===== config.mk =====
export PLATFORM = sky130hd
export DESIGN_NAME = blk_arbiter
export DESIGN_NICKNAME = d
export VERILOG_FILES = /design/src/rtl/blk_arbiter.sv
export SDC_FILE = /design/constraint.sdc
export NUM_CORES = 1
export LEC_CHECK = 0
export CAP_MARGIN = 20
export CORE_AREA = 2 2 131 133
export CTS_CLUSTER_SIZE = 40
export DETAILED_ROUTE_END_ITERATION = 16
export DIE_AREA = 0 0 133 135
export PLACE_DENSITY = 0.73
export SLEW_MARGIN = 10
export SYNTH_ARGS = -nofsm -noshare
export SYNTH_HDL_FRONTEND = slang
export SYNTH_SLANG_ARGS = --single-unit

===== constraint.sdc =====
create_clock -name clk -period 4 [get_ports clk]
set_clock_uncertainty 0.2 [all_clocks]
set_input_delay 0.8 -clock clk [delete_from_list [all_inputs] [get_ports clk]]
set_output_delay 0.8 -clock clk [all_outputs]
set_load 0.03 [all_outputs]

===== src/rtl/blk_arbiter.sv =====
// blk_arbiter: round-robin block reader over NCH channel FIFOs; define BLK_ARB_CHKNUM_EN to drop blocks whose channel field mismatches ptr
module blk_arbiter #(
  parameter int NCH  = 16,
  parameter int CHW  = 4,
  parameter int TOUT = 255
) (
  input  logic              clk,
  input  logic              rst_n,
  output logic [NCH-1:0]    give,
  input  logic [NCH-1:0]    have,
  input  logic [16*NCH-1:0] din,
  input  logic              oready,
  output logic [15:0]       odata,
  output logic              ovalid,
  output logic              osob,
  output logic              oeob,
  output logic              oabort,
  output logic [15:0]       blkcnt,
  output logic [7:0]        errcnt
);
  typedef enum logic {SCAN, DATA} state_t;
  state_t state, state_nx;
  logic [CHW-1:0] ptr, ptr_nx, ptr_inc;
  logic [8:0] cnt, cnt_nx;
  logic [7:0] stall, stall_nx;
  logic drop, drop_nx, bad, hv, fwd, sob, eob, abort, err, done;
  logic [15:0] w;
  assign w = din[16*ptr +: 16];
  assign hv = have[ptr];
  assign ptr_inc = (ptr == CHW'(NCH-1)) ? '0 : ptr + 1'b1;
  assign give = (rst_n && oready) ? NCH'(1) << ptr : '0;
`ifdef BLK_ARB_CHKNUM_EN
  assign bad = w[14:9] != 6'(ptr);
`else
  assign bad = 1'b0;
`endif
  always_comb begin
    state_nx = state;
    ptr_nx = ptr;
    cnt_nx = cnt;
    stall_nx = stall;
    drop_nx = drop;
    fwd = 1'b0;
    sob = 1'b0;
    eob = 1'b0;
    abort = 1'b0;
    err = 1'b0;
    done = 1'b0;
    if (oready) begin
      if (state == SCAN) begin
        if (!hv) ptr_nx = ptr_inc;
        else if (!w[15]) err = 1'b1;
        else begin
          fwd = ~bad;
          sob = ~bad;
          err = bad;
          cnt_nx = w[8:0];
          stall_nx = '0;
          drop_nx = bad;
          if (w[8:0] == 9'd0) begin
            eob = ~bad;
            done = ~bad;
            ptr_nx = ptr_inc;
          end else state_nx = DATA;
        end
      end else if (hv) begin
        stall_nx = '0;
        if (w[15]) begin
          err = 1'b1;
          abort = 1'b1;
          state_nx = SCAN;
        end else begin
          fwd = ~drop;
          cnt_nx = cnt - 1'b1;
          if (cnt == 9'd1) begin
            eob = ~drop;
            done = ~drop;
            ptr_nx = ptr_inc;
            state_nx = SCAN;
          end
        end
      end else begin
        stall_nx = stall + 1'b1;
        if (stall == 8'(TOUT-1)) begin
          abort = 1'b1;
          err = 1'b1;
          ptr_nx = ptr_inc;
          state_nx = SCAN;
        end
      end
    end
  end
  always_ff @(posedge clk or negedge rst_n) begin
    if (!rst_n) begin
      state <= SCAN;
      ptr <= '0;
      cnt <= '0;
      stall <= '0;
      drop <= 1'b0;
      odata <= '0;
      ovalid <= 1'b0;
      osob <= 1'b0;
      oeob <= 1'b0;
      oabort <= 1'b0;
      blkcnt <= '0;
      errcnt <= '0;
    end else begin
      state <= state_nx;
      ptr <= ptr_nx;
      cnt <= cnt_nx;
      stall <= stall_nx;
      drop <= drop_nx;
      if (fwd) odata <= w;
      ovalid <= fwd;
      osob <= sob;
      oeob <= eob;
      oabort <= abort;
      blkcnt <= blkcnt + 16'(done);
      errcnt <= (err && errcnt != 8'hFF) ? errcnt + 8'd1 : errcnt;
    end
  end
endmodule

=== Word-level counts from Yosys, hierarchy flattened ===
Cells that the tools add are included.
W data, S select, Z words.

* Register bits after elaboration: 66
* Input port bits: 275
* Output and inout bits: 60
* Word-level logic and storage cells: 88

* Add/subtract/negate cells: 5
* $lt $le $gt $ge: 1
* Equal/unequal tests: 10
* Shift operators: 2
* Mux-type cells: 51
* Reductions and logical operators: 8

{| class="wikitable"
|+ Operator list
! kind !! count
|-
| $shiftx A256 B9 Y16 || 1
|-
| $mux W9 || 5
|-
| $mux W4 || 9
|-
| $mux W8 || 4
|-
| $mux W1 || 31
|-
| $add A16 B1 Y16 || 1
|-
| $add A8 B1 Y8 const B || 2
|-
| $mux W16 || 1
|-
| $shl A1 B4 Y16 const A || 1
|-
| $eq A9 B1 Y1 const B || 1
|-
| $logic_not A9 Y1 || 1
|-
| $sub A9 B1 Y9 const B || 1
|-
| $eq A8 B8 Y1 const B || 1
|-
| $ne A8 B8 Y1 const B || 1
|-
| $ne A3 B1 Y1 const B || 2
|-
| $ne A3 B2 Y1 const B || 2
|-
| $reduce_and A6 Y1 || 1
|-
| $lt A4 B5 Y1 const B || 1
|-
| $add A4 B1 Y4 const B || 1
|-
| $bmux W1 S4 || 1
|-
| $eq A4 B4 Y1 const B || 1
|-
| $reduce_and A4 Y1 || 1
|-
| $reduce_bool A2 Y1 || 2
|-
| $ne A3 B3 Y1 const B || 1
|-
| 3 further kinds || 4
|}

=== Logic depth before layout (Yosys ltp) ===
* Depth after elaboration: 8
* Mapped depth: 15

=== Least setup slack after synthesis ===
No wires, ideal clock.

* Path type: in2reg
* Start point: in din[127]
* End point: reg blkcnt[14]
* Setup time: 0.134 ns
* Arrival time: 3.324 ns
* Data required time: 3.666 ns
* Setup slack: 0.342 ns
* Stages: 10
* Path buffers: 0
* Path through: mux4_1 mux4_2 or3_1 a21oi_1 ha_1 ha_1 nand2_1 nor3_1 nand3_1 xnor2_1

* Cells in the longest elaborated chain, start to end: 6
* Elaborated cells on any way between the ends: 8
* Classes of those cells: add/sub: 1; shift: 1; mux: 6

{| class="wikitable"
|+ RTL lines
! what !! RTL line !! source
|-
| start: declaration || 11 || <nowiki>input logic [16*NCH-1:0] din,</nowiki>
|-
| $shiftx A256 B9 Y16 (*) || 28 || <nowiki>assign w = din[16*ptr +: 16];</nowiki>
|-
| $mux W1 (on tied branches) || 52, 68 ||
|-
| $mux W1 (on tied branches) || 51, 66 ||
|-
| $mux W1 (*) || 50 || <nowiki>if (state == SCAN) begin</nowiki>
|-
| $mux W1 (*) || 49 || <nowiki>if (oready) begin</nowiki>
|-
| named net done || 26 || <nowiki>logic drop, drop_nx, bad, hv, fwd, sob, eob, abort, err, done;</nowiki>
|-
| $add A16 B1 Y16 (*) || 118 || <nowiki>blkcnt <= blkcnt + 16'(done);</nowiki>
|-
| end signal: assignment || 118 ||
|-
| end: declaration || 18 || <nowiki>output logic [15:0] blkcnt,</nowiki>
|}

Mark *: on every way through the listed nets, which the timed path passes. The rest lies on a longest branch.
A chain may end at the register's enable or synchronous reset.

=== Final worst setup path ===
* Start point: in din[143]
* End point: reg blkcnt[12]

The elaborated chain is that of the path after synthesis.

==> impl.org <==
** GRT
- Overall track demand over capacity in global routing :: 22.9%
- The first global-routing pass estimated 31.9 mm of wire.
- Entering global routing, the biggest net connects 67 pins.
- Residual overflow from global routing :: 0
- Via count of the first global-routing pass :: 5980
- The number of antenna violations at the first check in global routing came to 0.

** Pwr
- Clock share of power :: 13.9%
- In this run, flip-flops and latches consume 20.8% of the power.
- Switch Pwr :: 0.00240 W
- Leak :: 3.73 nW
- Internal power :: 0.00334 W
- Power spread over the standard cell area amounts to 602 mW/mm².
- The share of total power dissipated in combinational logic is 65.3%.
- Switching portion of total power :: 41.8%
- The worst-case IR drop observed on VDD is 311 µV.

** Synthesis
- Summed instance area of the synthesized netlist :: 0.00548 mm²
- Summing the sequential cell areas from Yosys gives 30.2% of the chip area.
- Yosys warns :: 0
- Synthesis-stage register bit count :: 66
- After synthesis, the mean cell area works out to 11.7 µm².
- Async set-or-reset flop fraction in the synthesized netlist :: 100%
- Number of enable flip-flop cells after synthesis :: 0
- Among all flip-flop cells after synthesis, the most frequent one is dfrtp_1.
- In the synthesized netlist, the number of instances is 467.
- Number of distinct library cells after synthesis :: 54
- Synthesized Nets :: 756

** Cells and area
- The count of cells in the finished layout, fillers not included, comes to 1040.
- Area added between synthesis and finish :: 74.2%
- Of the cells placed in the final design, the portion with a size suffix greater than 1 is 18.8%.
- 0 antenna diodes ended up in the layout.
- Final #Nets :: 1104
- Layout fillers :: 1320

** Setup path
- Register-to-register path setup slack :: 310 ps
- STA classifies the critical path startpoint as an input pin.
- Buffers & Inverters on Critical Path :: 2
- Arrival @ worst endpoint :: 3830 ps
- The worst setup path is of the in -> reg kind.
- CP Max Fanout :: 3
- Endpoint kind of the worst setup timing path :: register
- The critical path crosses 12 cells after its start point.
- Highest-delay cell along the critical path :: mux4_2
- Measured in cells, the most critical reg-to-reg path has a length of 14.
- Longest individual stage delay on the worst path :: 510 ps
- The critical path goes through clkdlybuf4s50_1, mux4_1, mux4_2, or3_1, a21oi_1, buf_4, ha_1, ha_1, nand2_1, nor3_2, nand3_1, xnor2_1.
- In this run the critical register-to-register path is captured at blkcnt[12].
- Worst r2r src :: ptr[2]
- The most numerous cell type found on the critical path is ha_1.
- Required @ worst endpoint :: 4010 ps
- The cell family contributing the most delay on the critical path is multiplexers.

** Route
- For this block, the via count after detailed routing is 5498.
- Total detailed-routing wirelength :: 20.7 mm
- The detailed router finished its first iteration with 320 violations.
- Mean routed wirelength per cell :: 19.9 µm
- Using the TritonRoute via totals, the vias-per-cell ratio works out to 5.29.
- The count of nets left with antenna violations once routing finished came out at 0.
- Number of iterations in the first detailed-routing pass :: 5
- DRC :: 0

** Clock tree
- Clock tree from TritonCTS :: yes
- Clock-pin slew was measured on the worst setup and hold paths at 60 ps.
- Clock sinks :: 66
- The longest clock path from root to sink contains 2 buffers.
- In this run the number of H-tree levels came out at 3.
- After clock tree synthesis, the flow added hold-fix buffers numbering 0.
- CTS Root Cell :: clkbuf_16
- Worst skew pair latency :: 330 ps
- Buffers inserted during clock tree synthesis total 9.

** Placed design
- Detailed placement ended at an HPWL of 17.4 mm.
- Placement Setup Slack :: -227 ps
- Routability-driven placement finished with a final weighted congestion of 0.951.
- Cells after DPL :: 1023
- During placement, the flow inserted port buffers numbering 334.

** Floorplanning
- Die Span Y :: 135 µm
- The die covers 0.0180 mm².
- The die is 133 µm wide.
- The floorplan has 47 rows.
- Top Ports :: 335
- The region available for standard cell placement spans 0.0164 mm².
- Starting density of the core :: 33.4%

** Hold path
- Cells on Worst Hold Path :: 1
- Worst min-delay path category :: reg -> reg
- The startpoint identified for the worst hold timing path is stall[6].
- Hold-critical path endpoint :: stall[6]

** Timing
- In the final timing run, aggregate negative setup slack is 0 ps.
- Part of the cycle the worst path needs :: 95.3%
- Max Freq :: 262 MHz
- Worst-case headroom to the max-slew limit :: 44.8%
- Endpoints failing hold :: 0
- Setup repair after global routing left no endpoint under its margin.
- After layout, the minimum clock period comes to 3810 ps.
- Slew at the pin closest to its max-slew limit :: 828 ps
- Final slew viol count :: 0
- Final setup vio count :: 0
- Min setup slack post-route :: 186 ps

** Job
- Maxcap violations :: 0

** Run status
- Status :: complete, no violations
==> per-stage QoR <==
stage                     power [W]  instance area (µm²)  util, %  hold slack (ps)
after floorplan             0.00365                 5480        -              246
after global placement      0.00486                 9220     56.2              262
after detailed placement    0.00496                 9220     56.2              278
after CTS                   0.00577                 9520     58.0              286
after global routing        0.00612                 9540     58.2              295
final                       0.00575                 9540     58.2              287
==> sequential cells by signal (all words and copies together) (netlist names) <==
signal and cells:
blkcnt 16, odata 16, cnt 9, errcnt 8, stall 8, ptr 4
oabort 1, oeob 1, osob 1, ovalid 1, state 1
==> placed cells by master (no fill, tap or decap), drive strengths merged, types with 2 or more instances in the layout <==
| cell type | n |
|---|---|
| o31ai | 4 |
| o22ai | 7 |
| a32o | 2 |
| xnor2 | 16 |
| nor2 | 37 |
| nand4 | 11 |
| nor3b | 2 |
| inv | 10 |
| o41ai | 3 |
| nor2b | 8 |
| ha | 14 |
| xor2 | 5 |
| a22oi | 8 |
| mux4 | 72 |
| clkinvlp | 3 |
| nand2 | 36 |
| nor3 | 9 |
| or3 | 2 |
| and3 | 8 |
| and2 | 3 |
| dfrtp | 66 |
| mux2 | 21 |
| buf | 41 |
| nand3 | 22 |
| a31oi | 2 |
| clkdlybuf4s50 | 326 |
| o21ai | 17 |
| mux2i | 18 |
| clkbuf | 9 |
| clkinv | 4 |
| a21oi | 24 |
==> worst max-delay path by stage <==
| stage | startpoint | to |
|---|---|---|
| final | din[143] | blkcnt[12] |
| after global routing | din[143] | blkcnt[12] |
| after CTS | din[95] | blkcnt[14] |
| after detailed placement | din[95] | blkcnt[14] |
| after global placement | din[47] | blkcnt[14] |
| after floorplan | din[127] | blkcnt[14] |
==> kinds of logic after synthesis <==
group | Yosys count | synth area share, %
DFF | 66 | 30.2
xor gates and xnor gates | 21 | 3.36
adders and majority gates | 14 | 3.20
muxes | 111 | 38.0
AOI/OAI and AO/OA | 72 | 8.38
buffers and inverters | 41 | 3.81
and+or+nand+nor | 142 | 13.1
==> layer usage <==
metal | vias up | global-route usage [%] | share of wire, %
met5 | - | 0 | 0
met4 | 0 | 5.56 | 1.9
met3 | 32 | 4.13 | 6.1
met2 | 229 | 41.7 | 52
met1 | 2723 | 28.2 | 40
li1 | 2514 | - | -
==> synth_stat cells, types with 9 or more instances <==
cell	instances	area, µm²
buf_2	10	50.1
nand2_1	36	135
a21oi_1	22	110
nor2_1	35	131
o21ai_0	17	85.1
nand4_1	10	62.6
nor3_1	9	45.0
mux2i_1	18	180
xnor2_1	16	140
nand3_1	21	105
mux2_4	9	135
mux4_2	69	1550
dfrtp_1	66	1650
mux2_1	9	101
ha_1	14	175
==> worst reg2reg max path, delay by kind of cell, from the launching register on <==
family          cells  cell delay [ps]
xor+xnor            1              140
fa+ha+maj           2              340
compound gates      1              180
buf+inv             4              780
simple gates        5              750
flops               1              700
mux                 1              480
==> final cells by class <==
class	count	area [µm²]	area share, %
well taps	220	275	2.88
clock buffers	9	225	2.36
clock inverters	7	76.3	0.800
multi-input cells	360	3630	38.0
inverters	11	45.0	0.472
flip-flops and latches	66	1660	17.4
repair buffers	367	3630	38.1
==> power by group through the flow <==
stage / clock [W] / sequential, W / combinational, W
5_1_grt: 0.000837 / 0.00124 / 0.00404
6_report: 0.000798 / 0.00120 / 0.00375
2_1_floorplan: 0 / 0.00125 / 0.00240
4_1_cts: 0.000809 / 0.00122 / 0.00374
3_5_place_dp: 0 / 0.00123 / 0.00373
3_3_place_gp: 0 / 0.00121 / 0.00365
==> timing repair <==
item                       4_1_cts  5_1_grt
buffers inserted                 0        1
resized for setup                0        3
setup endpoints to repair        0        6
No activity file was read; power rests on OpenSTA's default activity.
